[config.mk]
export PLATFORM = sky130hd
export DESIGN_NAME = adam_aes_enc_scheduler
export DESIGN_NICKNAME = d
export VERILOG_FILES = /design/src/rtl/adam_aes_enc_scheduler.sv
export SDC_FILE = /design/constraint.sdc
export NUM_CORES = 1
export LEC_CHECK = 0
export BUFFER_PORTS_ARGS = -buffer_cell sky130_fd_sc_hd__buf_2
export CAP_MARGIN = 30
export CORE_AREA = 2 2 255 257
export CTS_CLUSTER_DIAMETER = 40
export CTS_CLUSTER_SIZE = 24
export DETAILED_ROUTE_END_ITERATION = 10
export DIE_AREA = 0 0 257 259
export PLACE_DENSITY = 0.48
export SLEW_MARGIN = 40
export SYNTH_ARGS = -nofsm -noshare
export SYNTH_HDL_FRONTEND = slang
export SYNTH_SLANG_ARGS = --single-unit
[constraint.sdc]
create_clock -name clk -period 1.59 [get_ports clk]
set_input_delay 0.159 -clock clk [delete_from_list [all_inputs] [get_ports clk]]
set_output_delay 0.159 -clock clk [all_outputs]
set_load 0.02 [all_outputs]
[src/rtl/adam_aes_enc_scheduler.sv]
// Two-requester round-robin front end for a single AES encipher core.
// Each request is served from grant to response, with a BUSY timeout that aborts stuck operations.
module adam_aes_enc_scheduler #(
  parameter int TIMEOUT_CYC = 63
) (
  input  logic         clk,
  input  logic         reset_n,
  input  logic [1:0]   req_valid,
  output logic [1:0]   req_ready,
  input  logic [255:0] req_block,
  input  logic [1:0]   req_keylen,
  output logic         rsp_valid,
  input  logic         rsp_ready,
  output logic         rsp_id,
  output logic [127:0] rsp_block,
  output logic         rsp_err,
  output logic         core_next,
  output logic         core_keylen,
  output logic         core_key_sel,
  output logic [127:0] core_block,
  input  logic [127:0] core_new_block,
  input  logic         core_ready
);

  localparam int CW = $clog2(TIMEOUT_CYC + 1);

  typedef enum logic [1:0] {
    IDLE  = 2'd0,
    START = 2'd1,
    BUSY  = 2'd2,
    RESP  = 2'd3
  } state_t;

  state_t          state_r;
  state_t          state_nxt_s;
  logic            last_grant_r;
  logic            grant_s;
  logic            accept_s;
  logic            done_s;
  logic            timeout_s;
  logic            seen_busy_r;
  logic [CW-1:0]   cnt_r;

  // State register
  always_ff @(posedge clk or negedge reset_n) begin
    if (!reset_n) begin
      state_r <= IDLE;
    end else begin
      state_r <= state_nxt_s;
    end
  end

  // Next state, arbitration and the combinational accept handshake
  always_comb begin
    state_nxt_s = state_r;
    req_ready   = 2'b00;
    grant_s     = 1'b0;
    accept_s    = 1'b0;
    done_s      = 1'b0;
    timeout_s   = 1'b0;
    case (state_r)
      IDLE: begin
        if (req_valid == 2'b11) begin
          grant_s = ~last_grant_r;
        end else begin
          grant_s = req_valid[1];
        end
        if ((req_valid != 2'b00) && core_ready) begin
          accept_s    = 1'b1;
          req_ready   = grant_s ? 2'b10 : 2'b01;
          state_nxt_s = START;
        end else begin
          state_nxt_s = IDLE;
        end
      end
      START: begin
        state_nxt_s = BUSY;
      end
      BUSY: begin
        // A ready flag still high from the previous op must not count as done.
        done_s    = seen_busy_r && core_ready;
        timeout_s = !done_s && (cnt_r == CW'(TIMEOUT_CYC - 1));
        if (done_s || timeout_s) begin
          state_nxt_s = RESP;
        end else begin
          state_nxt_s = BUSY;
        end
      end
      RESP: begin
        if (rsp_ready) begin
          state_nxt_s = IDLE;
        end else begin
          state_nxt_s = RESP;
        end
      end
      default: begin
        state_nxt_s = IDLE;
      end
    endcase
  end

  // Request capture towards the core, plus round-robin history
  always_ff @(posedge clk or negedge reset_n) begin
    if (!reset_n) begin
      last_grant_r <= 1'b1;
      core_next    <= 1'b0;
      core_block   <= 128'h0;
      core_keylen  <= 1'b0;
      core_key_sel <= 1'b0;
    end else begin
      core_next <= accept_s;
      if (accept_s) begin
        last_grant_r <= grant_s;
        core_block   <= grant_s ? req_block[255:128] : req_block[127:0];
        core_keylen  <= req_keylen[grant_s];
        core_key_sel <= grant_s;
      end
    end
  end

  // BUSY bookkeeping: cycle counter and the core-went-busy flag
  always_ff @(posedge clk or negedge reset_n) begin
    if (!reset_n) begin
      cnt_r       <= '0;
      seen_busy_r <= 1'b0;
    end else if (state_r == START) begin
      cnt_r       <= '0;
      seen_busy_r <= 1'b0;
    end else if (state_r == BUSY) begin
      cnt_r <= cnt_r + CW'(1);
      if (!core_ready) begin
        seen_busy_r <= 1'b1;
      end
    end
  end

  // Response registers, loaded on completion or timeout and held through RESP
  always_ff @(posedge clk or negedge reset_n) begin
    if (!reset_n) begin
      rsp_valid <= 1'b0;
      rsp_id    <= 1'b0;
      rsp_block <= 128'h0;
      rsp_err   <= 1'b0;
    end else if (done_s) begin
      rsp_valid <= 1'b1;
      rsp_id    <= core_key_sel;
      rsp_block <= core_new_block;
      rsp_err   <= 1'b0;
    end else if (timeout_s) begin
      rsp_valid <= 1'b1;
      rsp_id    <= core_key_sel;
      rsp_block <= 128'h0;
      rsp_err   <= 1'b1;
    end else if ((state_r == RESP) && rsp_ready) begin
      rsp_valid <= 1'b0;
    end
  end

endmodule

==> results.sh, run 1 <==
export IMPL_pwr_share_comb=0.439
export IMPL_layout_nets=2878
export IMPL_p_seq_frac=0.286
export IMPL_dieWidth_um=257
export IMPL_drt_antenna_net_count=0
export IMPL_initial_core_util=0.1838
export IMPL_violated_checks="setup timing"
export IMPL_edff_count_synth=0
export IMPL_regToRegStartpoint="state_r[0]"
export IMPL_timing_critical_path_to_type="primary output"
export IMPL_final_max_slew_violation_count=0
export IMPL_wl_per_cell_um=17.43
export IMPL_power_per_unit_of_standard_cell_area_nw_per_um2=1737
export IMPL_num_io_pins=656
export IMPL_timing_slew_headroom=0.6955
export IMPL_finalWorstSetupSlack_ns=-0.2962
export IMPL_largest_net_degree_at_the_start_of_global_routing=50
export IMPL_finalHoldViolations=0
export IMPL_floorplan_die_area_sq_um=66560
export IMPL_r2r_worst_path_cells=12
export IMPL_vdd_ir_drop_worst_mv=0.8566
export IMPL_count_of_input_and_output_buffers=655
export IMPL_synth_seq_area_share=0.5797
export IMPL_syn_nets=1740
export IMPL_worst_skew_pair_late_latency_ns=0.58
export IMPL_drive_gt1_frac=0.3689
export IMPL_timing_final_setup_violations=258
export IMPL_max_cap_violations=0
export IMPL_worstPathRequired_ns=1.43
export IMPL_synth_avg_cell_area_sq_um=8.757
export IMPL_rr_endpoint="core_block[34]"
export IMPL_cts_buffers=53
export IMPL_route_vias_total=14851
export IMPL_ys_async_sr_fraction=1.000
export IMPL_placed_standard_cell_area_sq_um=16710
export IMPL_final_period_utilization=1.186
export IMPL_dominantRegCellSynth="sky130_fd_sc_hd__dfrtp_1"
export IMPL_drt_first_pass_iters=5
export IMPL_clkTransAtPathRegs_ns=0.05
export IMPL_timing_clock_skew_ns=0.01999
export IMPL_finalCoreUtilization=0.3714
export IMPL_cts_tree="built"
export IMPL_synth_cells=1341
export IMPL_gr_total_overflow=0
export IMPL_place_gp_congestion=0.9691
export IMPL_placement_rows=93
export IMPL_cts_max_level=2
export IMPL_synth_ff_latch_count=272
export IMPL_grt_antenna_before_repair=10
export IMPL_outcome="finished with violations"
export IMPL_track_usage=0.1685
export IMPL_fin_worst_hold_slack_ns=0.09235
export IMPL_via_per_inst=4.383
export IMPL_layout_cell_area_excl_fill_sq_um=23730
export IMPL_rsz_0062_raised_after_global_routing="true"
export IMPL_cts_sinks=272
export IMPL_p_int_mw=24.43
export IMPL_reg2reg_slack_ns=-0.27
export IMPL_crit_path_start="last_grant_r"
export IMPL_clock_fmax_mhz=530.2
export IMPL_dp_cells=2838
export IMPL_core_area_sq_um=63880
export IMPL_crit_end="req_ready[1]"
export IMPL_final_min_clock_period_ns=1.886
export IMPL_cp_arrival_ns=1.73
export IMPL_layout_filler_cells=6331
export IMPL_timing_worst_setup_path_type="reg -> out"
export IMPL_cell_leakage_power_nw=11.41
export IMPL_grt_pass1_wl_mm=88.44
export IMPL_areaGrowthSynthToFinish_pct=102.1
export IMPL_instances_no_fill=3388
export IMPL_detail_route_iter0_violations=952
export IMPL_wl_mm=59.05
export IMPL_max_fanout_on_critical_path=13
export IMPL_cts_root_to_sink_buffers=3
export IMPL_die_h_um=259
export IMPL_net_switching_power_mw=16.78
export IMPL_power_share_switching=0.4072
export IMPL_cts_root_buffer="sky130_fd_sc_hd__clkbuf_16"
export IMPL_cp_start_kind="flop"
export IMPL_synth_warning_count=0
export IMPL_detailed_place_hpwl_mm=38.31
export IMPL_worstHoldPathType="in -> async"
export IMPL_worst_slew_pin_transition_ns=0.4568
export IMPL_drc_errors=0
export IMPL_synth_cell_area_sq_um=11740
export IMPL_ys_types=33
export IMPL_clock_power_share=0.275
export IMPL_vias_in_the_first_global_route=15628
per-layer routing:
layer / vias to the layer above / wire length, um / global-route usage
li1: 6871 / - / -
met1: 7050 / 23010 / 0.1932
met2: 763 / 29180 / 0.2960
met3: 165 / 4168 / 0.04042
met4: 2 / 2679 / 0.07849
met5: - / 13 / 0
how the worst min path moves through the flow:
| stage | start | endpoint | slack, ns | cells past startpoint |
|---|---|---|---|---|
| final | reset_n | rsp_block[38] | 0.09 | 2 |
| after global routing | reset_n | rsp_block[38] | 0.11 | 2 |
| after CTS | reset_n | rsp_block[38] | 0.08 | 2 |
| after detailed placement | reset_n | rsp_block[38] | 0.12 | 1 |
| after global placement | reset_n | rsp_block[38] | 0.11 | 1 |
| after floorplan | reset_n | cnt_r[0] | -0.14 | 0 |
flip-flops by register name (all words and copies together), names as in the netlist:
register / flops
rsp_id: 1
core_keylen: 1
last_grant_r: 1
rsp_block: 128
rsp_valid: 1
core_block: 128
core_next: 1
state_r: 2
cnt_r: 6
rsp_err: 1
seen_busy_r: 1
core_key_sel: 1
metrics by stage:
stage	TNS (ns)	worst slack, ns	power, mW
after detailed placement	-7.931	-0.1145	27.36
after CTS	-35.26	-0.3570	41.08
after global routing	-56.77	-0.4615	43.65
final	-31.59	-0.2962	41.21
after floorplan	0	0.01949	20.23
after global placement	-8.247	-0.1363	27.12
synthesized netlist by cell type, drive strengths merged, types with 2 or more instances:
master  number  share of area
a21o         3         0.0019
a21oi      132          0.056
buf         65          0.029
clkbuf      48          0.016
dfrtp      271           0.58
ha           7         0.0075
inv          6         0.0019
mux2         2         0.0019
nand2      389           0.12
nand3        4         0.0017
nand4        2         0.0011
nor2         4         0.0015
nor2b        2         0.0011
o21ai      394           0.17
layout make-up:
class / instances / area [sq um] / area share
Antenna cell: 9 / 22.52 / 0.0009491
Tap cell: 855 / 1070 / 0.04508
Inverter: 6 / 35.03 / 0.001476
Timing Repair Buffer: 1196 / 9442 / 0.3979
Sequential cell: 272 / 6808 / 0.2869
Clock inverter: 39 / 427.9 / 0.01803
Multi-Input combinational cell: 950 / 4517 / 0.1904
Clock buffer: 61 / 1408 / 0.05932
worst max-delay path, cell delays in order, from the launching register on:
cell	delay (ns)
sky130_fd_sc_hd__dfstp_2	0.58
sky130_fd_sc_hd__a21bo_4	0.18
sky130_fd_sc_hd__buf_4	0.21
sky130_fd_sc_hd__nor2_4	0.06
sky130_fd_sc_hd__buf_6	0.13
logic make-up after synthesis:
kind of cell               Yosys count  share of synthesized area
DFF                                272                     0.5797
adders and majority gates            7                   0.007458
and+or+nand+nor                    404                     0.1315
muxes                                2                   0.001918
AOI/OAI and AO/OA                  536                     0.2318
buffers and inverters              119                    0.04688
xor gates and xnor gates             1                  0.0007459
power groups by stage:
stage                     Combinational [mW]  Clock (mW)  Sequential, mW
after floorplan                         4.93           0            15.3
after global placement                  15.3           0            11.8
after detailed placement                15.5           0            11.8
after CTS                               17.7        11.6            11.8
after global routing                    19.5        11.9            12.2
final                                   18.1        11.3            11.8
placed cells by master, fill, tap and decap left out, types with 6 or more instances in the layout:
master,count
sky130_fd_sc_hd__a21oi_1,126
sky130_fd_sc_hd__buf_12,28
sky130_fd_sc_hd__buf_16,20
sky130_fd_sc_hd__buf_2,652
sky130_fd_sc_hd__buf_4,74
sky130_fd_sc_hd__buf_6,12
sky130_fd_sc_hd__buf_8,8
sky130_fd_sc_hd__bufbuf_16,7
sky130_fd_sc_hd__clkbuf_16,59
sky130_fd_sc_hd__clkinv_2,6
sky130_fd_sc_hd__clkinv_4,10
sky130_fd_sc_hd__clkinvlp_4,13
sky130_fd_sc_hd__dfrtp_1,271
sky130_fd_sc_hd__diode_2,9
sky130_fd_sc_hd__dlygate4sd3_1,390
sky130_fd_sc_hd__nand2_1,389
sky130_fd_sc_hd__o21ai_0,202
sky130_fd_sc_hd__o21ai_1,185
sky130_fd_sc_hd__o21ai_2,7
what timing repair did:
| action | 4_1_cts | 5_1_grt |
|---|---|---|
| hold buffers | 390 | 0 |
| setup buffers | 21 | 8 |
| endpoints found under the hold margin | 532 | 0 |
| resized for setup | 68 | 70 |
| pin swaps | 4 | 13 |
| setup endpoints to repair | 213 | 263 |
| gates cloned | 18 | 6 |
Power figures use the tool's default switching activity.
==> inputs of run 2 (changes only) <==
--- a/config.mk
+++ b/config.mk
@@ -13,6 +13,7 @@
 export DETAILED_ROUTE_END_ITERATION = 10
 export DIE_AREA = 0 0 257 259
 export PLACE_DENSITY = 0.48
+export REMOVE_ABC_BUFFERS = 1
 export SLEW_MARGIN = 40
 export SYNTH_ARGS = -nofsm -noshare
 export SYNTH_HDL_FRONTEND = slang
==> run 2 against run 1 <==
The run still ends with setup timing left. Combinational power increased by 4%. Flip-flop and latch count unchanged. Sequential power about the same. Non-clock buffer count increased by 37. Count of clock-buffer cells in the layout increased by 8. Via count increased by 1.5%. First-iteration DRC count increased by 7.4%. Largest power group unchanged. Highest routed layer unchanged.
==> results.sh, run 2 (synthesis results as in run 1) <==
export IMPL_finalWorstSetupSlack_ns=-0.2461
export IMPL_multiInputGateArea_sq_um=4661
export IMPL_layout_cell_area_excl_fill_sq_um=24470
export IMPL_finalHoldViolations=0
export IMPL_finalCoreUtilization=0.3831
export IMPL_gr_total_overflow=0
export IMPL_worst_skew_pair_late_latency_ns=0.58
export IMPL_route_vias_total=15075
export IMPL_grt_antenna_before_repair=20
export IMPL_worst_slew_pin_transition_ns=0.7429
export IMPL_instances_no_fill=3431
export IMPL_cts_max_level=2
export IMPL_layout_filler_cells=6313
export IMPL_cts_buffers=55
export IMPL_track_usage=0.1877
export IMPL_clkTransAtPathRegs_ns=0.05
export IMPL_fin_worst_hold_slack_ns=0.04778
export IMPL_grt_pass1_wl_mm=95.39
export IMPL_worstPathRequired_ns=1.43
export IMPL_drt_antenna_net_count=0
export IMPL_timing_final_setup_violations=262
export IMPL_areaGrowthSynthToFinish_pct=108.4
export IMPL_cts_tree="built"
export IMPL_layout_commonest_cell="sky130_fd_sc_hd__buf_2"
export IMPL_timing_critical_path_to_type="primary output"
export IMPL_power_per_unit_of_standard_cell_area_nw_per_um2=1736
export IMPL_placed_standard_cell_area_sq_um=16810
export IMPL_final_period_utilization=1.155
export IMPL_num_io_pins=656
export IMPL_cts_root_to_sink_buffers=3
export IMPL_timing_clock_skew_ns=0.01609
export IMPL_cp_start_kind="flop"
export IMPL_detailed_place_hpwl_mm=43.00
export IMPL_dp_cells=2852
export IMPL_final_min_clock_period_ns=1.836
export IMPL_wl_mm=66.87
export IMPL_clock_fmax_mhz=544.6
export IMPL_floorplan_die_area_sq_um=66560
export IMPL_die_h_um=259
export IMPL_place_gp_congestion=0.9122
export IMPL_detail_route_iter0_violations=1022
export IMPL_worstHoldPathType="in -> reg"
export IMPL_placement_rows=93
export IMPL_violated_checks="setup timing"
export IMPL_vdd_ir_drop_worst_mv=0.9049
export IMPL_cts_sinks=272
export IMPL_largest_registers="core_block x128, rsp_block x128, cnt_r x6"
export IMPL_max_fanout_on_critical_path=3
export IMPL_vias_in_the_first_global_route=15808
export IMPL_sequential_cell_area_sq_um=6808
export IMPL_rsz_0062_raised_after_global_routing="true"
export IMPL_drive_gt1_frac=0.3891
export IMPL_fin_setup_tns_ns=-28.80
export IMPL_count_of_input_and_output_buffers=655
export IMPL_wl_per_cell_um=19.49
export IMPL_outcome="finished with violations"
export IMPL_core_area_sq_um=63880
export IMPL_initial_core_util=0.1838
export IMPL_timing_slew_headroom=0.5031
export IMPL_final_cell_mix="sky130_fd_sc_hd__buf_2 (652), sky130_fd_sc_hd__dlygate4sd3_1 (390), sky130_fd_sc_hd__nand2_1 (388)"
export IMPL_drt_first_pass_iters=6
export IMPL_max_cap_violations=0
export IMPL_largest_net_degree_at_the_start_of_global_routing=81
export IMPL_cts_root_buffer="sky130_fd_sc_hd__clkbuf_16"
export IMPL_via_per_inst=4.394
export IMPL_dieWidth_um=257
export IMPL_cell_leakage_power_nw=11.81
export IMPL_layout_nets=2919
export IMPL_drc_errors=0
export IMPL_cp_arrival_ns=1.68
export IMPL_timing_worst_setup_path_type="reg -> out"
export IMPL_final_max_slew_violation_count=0
==> run 2: changes by cell type in the layout (fill, tap and decap cells not counted), moves of 5 or more <==
cell                         change
sky130_fd_sc_hd__buf_12          +7
sky130_fd_sc_hd__buf_4          +16
sky130_fd_sc_hd__buf_8           +8
sky130_fd_sc_hd__clkbuf_8        +6
sky130_fd_sc_hd__clkinv_4        -8
sky130_fd_sc_hd__clkinvlp_4      -9
sky130_fd_sc_hd__diode_2         +5
sky130_fd_sc_hd__inv_6           +5
sky130_fd_sc_hd__o21ai_0        -51
sky130_fd_sc_hd__o21ai_1        +20
sky130_fd_sc_hd__o21ai_2        +27
==> run 2: final timing paths <==
path	start	end	slack (ns)	cells past startpoint
min	req_valid[1]	state_r[0]	0.05	4
min in group asynchronous	reset_n	rsp_block[86]	0.18	3
max reg2reg	state_r[0]	rsp_block[62]	-0.22	9
max in group asynchronous	reset_n	rsp_block[101]	0.26	3
max	state_r[1]	req_ready[1]	-0.25	6
min reg2reg	core_block[99]	core_block[99]	0.47	2
==> run 2: layer usage <==
metal / track usage / vias up / share of wire
li1: - / 6943 / -
met5: 0 / - / 0.00019
met3: 0.04628 / 147 / 0.071
met2: 0.3318 / 800 / 0.50
met4: 0.08753 / 2 / 0.042
met1: 0.2127 / 7183 / 0.39
==> run 2: timing repair <==
action                     CTS  global route
resized for setup          122           124
gates cloned                27             9
hold endpoints to repair   477             0
hold buffers               390             0
pin swaps                    3            19
setup endpoints to repair  239           261
setup buffers               28            14
==> run 2: power by group <==
group / internal, mW / leakage (nW) / switching [mW]
Clock: 7.75 / 0.924 / 4.01
Sequential: 10.0 / 3.42 / 1.93
Combinational: 7.39 / 7.46 / 11.4
==> run 2: worst max-delay path, cell delays in order (launching register included) <==
cell and delay [ns]:
sky130_fd_sc_hd__dfrtp_1 0.40, sky130_fd_sc_hd__inv_2 0.08, sky130_fd_sc_hd__ha_4 0.14, sky130_fd_sc_hd__o211ai_4 0.12
sky130_fd_sc_hd__buf_12 0.16, sky130_fd_sc_hd__nor2_4 0.08, sky130_fd_sc_hd__buf_6 0.13
==> run 2: area by class of cell <==
type,instances,share of cell area
Sequential cell,272,0.2782
Clock inverter,30,0.01498
Clock buffer,69,0.06207
Timing Repair Buffer,1233,0.4055
Inverter,6,0.001994
Tap cell,855,0.04371
Multi-Input combinational cell,950,0.1904
Antenna cell,14,0.001431
Timing Repair inverter,2,0.001687
==> run 2: per-stage QoR <==
stage | setup slack, ns | power, mW
after floorplan | -5.903 | 19.55
after global placement | -0.1386 | 27.38
after detailed placement | -0.1673 | 27.63
after CTS | -0.3164 | 41.80
after global routing | -0.3305 | 44.83
final | -0.2461 | 42.48
==> inputs of run 3 (changes only) <==
--- a/config.mk
+++ b/config.mk
@@ -12,7 +12,6 @@
 export CTS_CLUSTER_SIZE = 24
 export DETAILED_ROUTE_END_ITERATION = 10
 export DIE_AREA = 0 0 257 259
-export PLACE_DENSITY = 0.48
 export REMOVE_ABC_BUFFERS = 1
 export SLEW_MARGIN = 40
 export SYNTH_ARGS = -nofsm -noshare
==> run 3 against run 2 <==
The flow still finishes with violations (setup timing). Clock skew grew 0.013 ns. Combinational power grew 13%. Register-to-register slack lost 0.08 ns. Cell count grew 1.0%. Global-route usage grew 1.0 points. Maximum frequency shrank 3.0%. Power grew 5.8%. Worst setup slack lost 0.057 ns. Routed wire length grew 13%. Critical endpoint is now rsp_block[111]. Highest routed layer unchanged.
==> results.sh, run 3 (synthesis results as in run 1) <==
export IMPL_timing_clock_skew_ns=0.02934
export IMPL_initial_core_util=0.1838
export IMPL_route_vias_total=15857
export IMPL_wl_per_cell_um=21.76
export IMPL_drc_errors=0
export IMPL_final_cell_mix="sky130_fd_sc_hd__buf_2 (652), sky130_fd_sc_hd__dlygate4sd3_1 (389), sky130_fd_sc_hd__nand2_1 (320)"
export IMPL_floorplan_die_area_sq_um=66560
export IMPL_vdd_ir_drop_worst_mv=1.025
export IMPL_worstPathRequired_ns=2.06
export IMPL_core_area_sq_um=63880
export IMPL_dieWidth_um=257
export IMPL_worstHoldPathType="in -> reg"
export IMPL_cts_root_buffer="sky130_fd_sc_hd__clkbuf_16"
export IMPL_count_of_input_and_output_buffers=655
export IMPL_layout_cell_area_excl_fill_sq_um=25570
export IMPL_drt_antenna_net_count=0
export IMPL_worst_skew_pair_late_latency_ns=0.59
export IMPL_wl_mm=75.44
export IMPL_clock_fmax_mhz=528.1
export IMPL_detail_route_iter0_violations=1196
export IMPL_gr_total_overflow=0
export IMPL_power_per_unit_of_standard_cell_area_nw_per_um2=1757
export IMPL_layout_commonest_cell="sky130_fd_sc_hd__buf_2"
export IMPL_cts_sinks=272
export IMPL_whs_path_depth=5
export IMPL_clkTransAtPathRegs_ns=0.05
export IMPL_grt_pass1_wl_mm=99.39
export IMPL_drive_gt1_frac=0.4429
export IMPL_die_h_um=259
export IMPL_via_per_inst=4.574
export IMPL_drt_first_pass_iters=5
export IMPL_timing_critical_path_to_type="flop"
export IMPL_r2r_worst_path_cells=9
export IMPL_finalCoreUtilization=0.4003
export IMPL_fin_worst_hold_slack_ns=0.1402
export IMPL_cp_start_kind="flop"
export IMPL_final_period_utilization=1.191
export IMPL_final_min_clock_period_ns=1.893
export IMPL_cp_arrival_ns=2.37
export IMPL_final_max_slew_violation_count=0
export IMPL_detailed_place_hpwl_mm=44.89
export IMPL_cts_max_level=2
export IMPL_largest_net_degree_at_the_start_of_global_routing=63
export IMPL_timing_slew_headroom=0.6120
export IMPL_max_cap_violations=0
export IMPL_max_fanout_on_critical_path=19
export IMPL_track_usage=0.1979
export IMPL_finalHoldViolations=0
export IMPL_grt_antenna_before_repair=28
export IMPL_violated_checks="setup timing"
export IMPL_num_io_pins=656
export IMPL_outcome="finished with violations"
export IMPL_cts_tree="built"
export IMPL_areaGrowthSynthToFinish_pct=117.8
export IMPL_rsz_0062_raised_after_global_routing="true"
export IMPL_layout_nets=2946
export IMPL_timing_worst_setup_path_type="reg -> reg"
export IMPL_worst_slew_pin_transition_ns=0.5821
export IMPL_cell_leakage_power_nw=12.21
export IMPL_cts_buffers=54
export IMPL_total_power_mw=44.94
export IMPL_timing_final_setup_violations=265
export IMPL_cts_root_to_sink_buffers=3
export IMPL_vias_in_the_first_global_route=15781
export IMPL_placed_standard_cell_area_sq_um=16850
export IMPL_finalWorstSetupSlack_ns=-0.3035
export IMPL_place_gp_congestion=0.8383
export IMPL_placement_rows=93
export IMPL_largest_registers="core_block x128, rsp_block x128, cnt_r x6"
[run 3: worst paths after layout]
path,start,to,slack (ns)
max in group asynchronous,reset_n,rsp_block[12],0.71
min in group asynchronous,reset_n,rsp_block[118],0.15
setup / recovery,state_r[1],rsp_block[111],-0.30
hold / removal,req_valid[1],state_r[0],0.14
hold reg to reg,core_block[23],core_block[23],0.48
setup reg to reg,state_r[1],rsp_block[111],-0.30
[run 3: where the power goes]
group	internal [mW]	switching (mW)	total [mW]	leakage, nW
Sequential	10.0	2.01	12.0	3.42
Clock	7.57	4.13	11.7	0.871
Combinational	8.65	12.5	21.2	7.92
[run 3: metal layers]
| metal | up-vias | part of all wire | global-route usage | routed length (um) |
|---|---|---|---|---|
| met3 | 262 | 0.078 | 0.05448 | 5862 |
| met4 | 12 | 0.068 | 0.1277 | 5148 |
| met5 | - | 0.0010 | 0 | 76 |
| met1 | 7543 | 0.36 | 0.2179 | 27200 |
| met2 | 1020 | 0.49 | 0.3366 | 37150 |
| li1 | 7020 | - | - | - |
[run 3: what timing repair did]
| item | CTS | global route |
|---|---|---|
| pin swaps | 3 | 81 |
| resized for setup | 83 | 422 |
| setup buffers | 31 | 26 |
| endpoints found under the setup margin | 262 | 263 |
| gates cloned | 20 | 36 |
| hold buffers | 388 | 1 |
| hold endpoints to repair | 510 | 1 |
[run 3: metrics by stage]
stage                     worst slack [ns]  cells  TNS (ns)
after floorplan                     -5.903   1228  -1047.06
after CTS                          -0.2754   3386    -28.25
after detailed placement           -0.2122   2848    -32.08
after global routing               -0.3647   3462    -56.68
final                              -0.3035   3467    -39.00
after global placement             -0.1375   2848    -22.55
[run 3: final cells by class]
type / instances / area, sq um
flip-flops and latches: 272 / 6808
well taps: 855 / 1070
inverters: 6 / 35.03
multi-input cells: 951 / 5194
fillers: 5953 / 38310
clock buffers: 67 / 1471
diodes: 22 / 55.05
repair buffers: 1262 / 10560
clock inverters: 32 / 384.1
[run 3: critical path: stages (launching register included)]
cell	delay, ns
sky130_fd_sc_hd__dfrtp_1	0.39
sky130_fd_sc_hd__buf_4	0.14
sky130_fd_sc_hd__buf_6	0.11
sky130_fd_sc_hd__ha_4	0.16
sky130_fd_sc_hd__buf_6	0.12
sky130_fd_sc_hd__nand3_4	0.16
sky130_fd_sc_hd__clkbuf_16	0.20
sky130_fd_sc_hd__clkbuf_16	0.19
sky130_fd_sc_hd__nand2_1	0.07
sky130_fd_sc_hd__o21ai_0	0.23
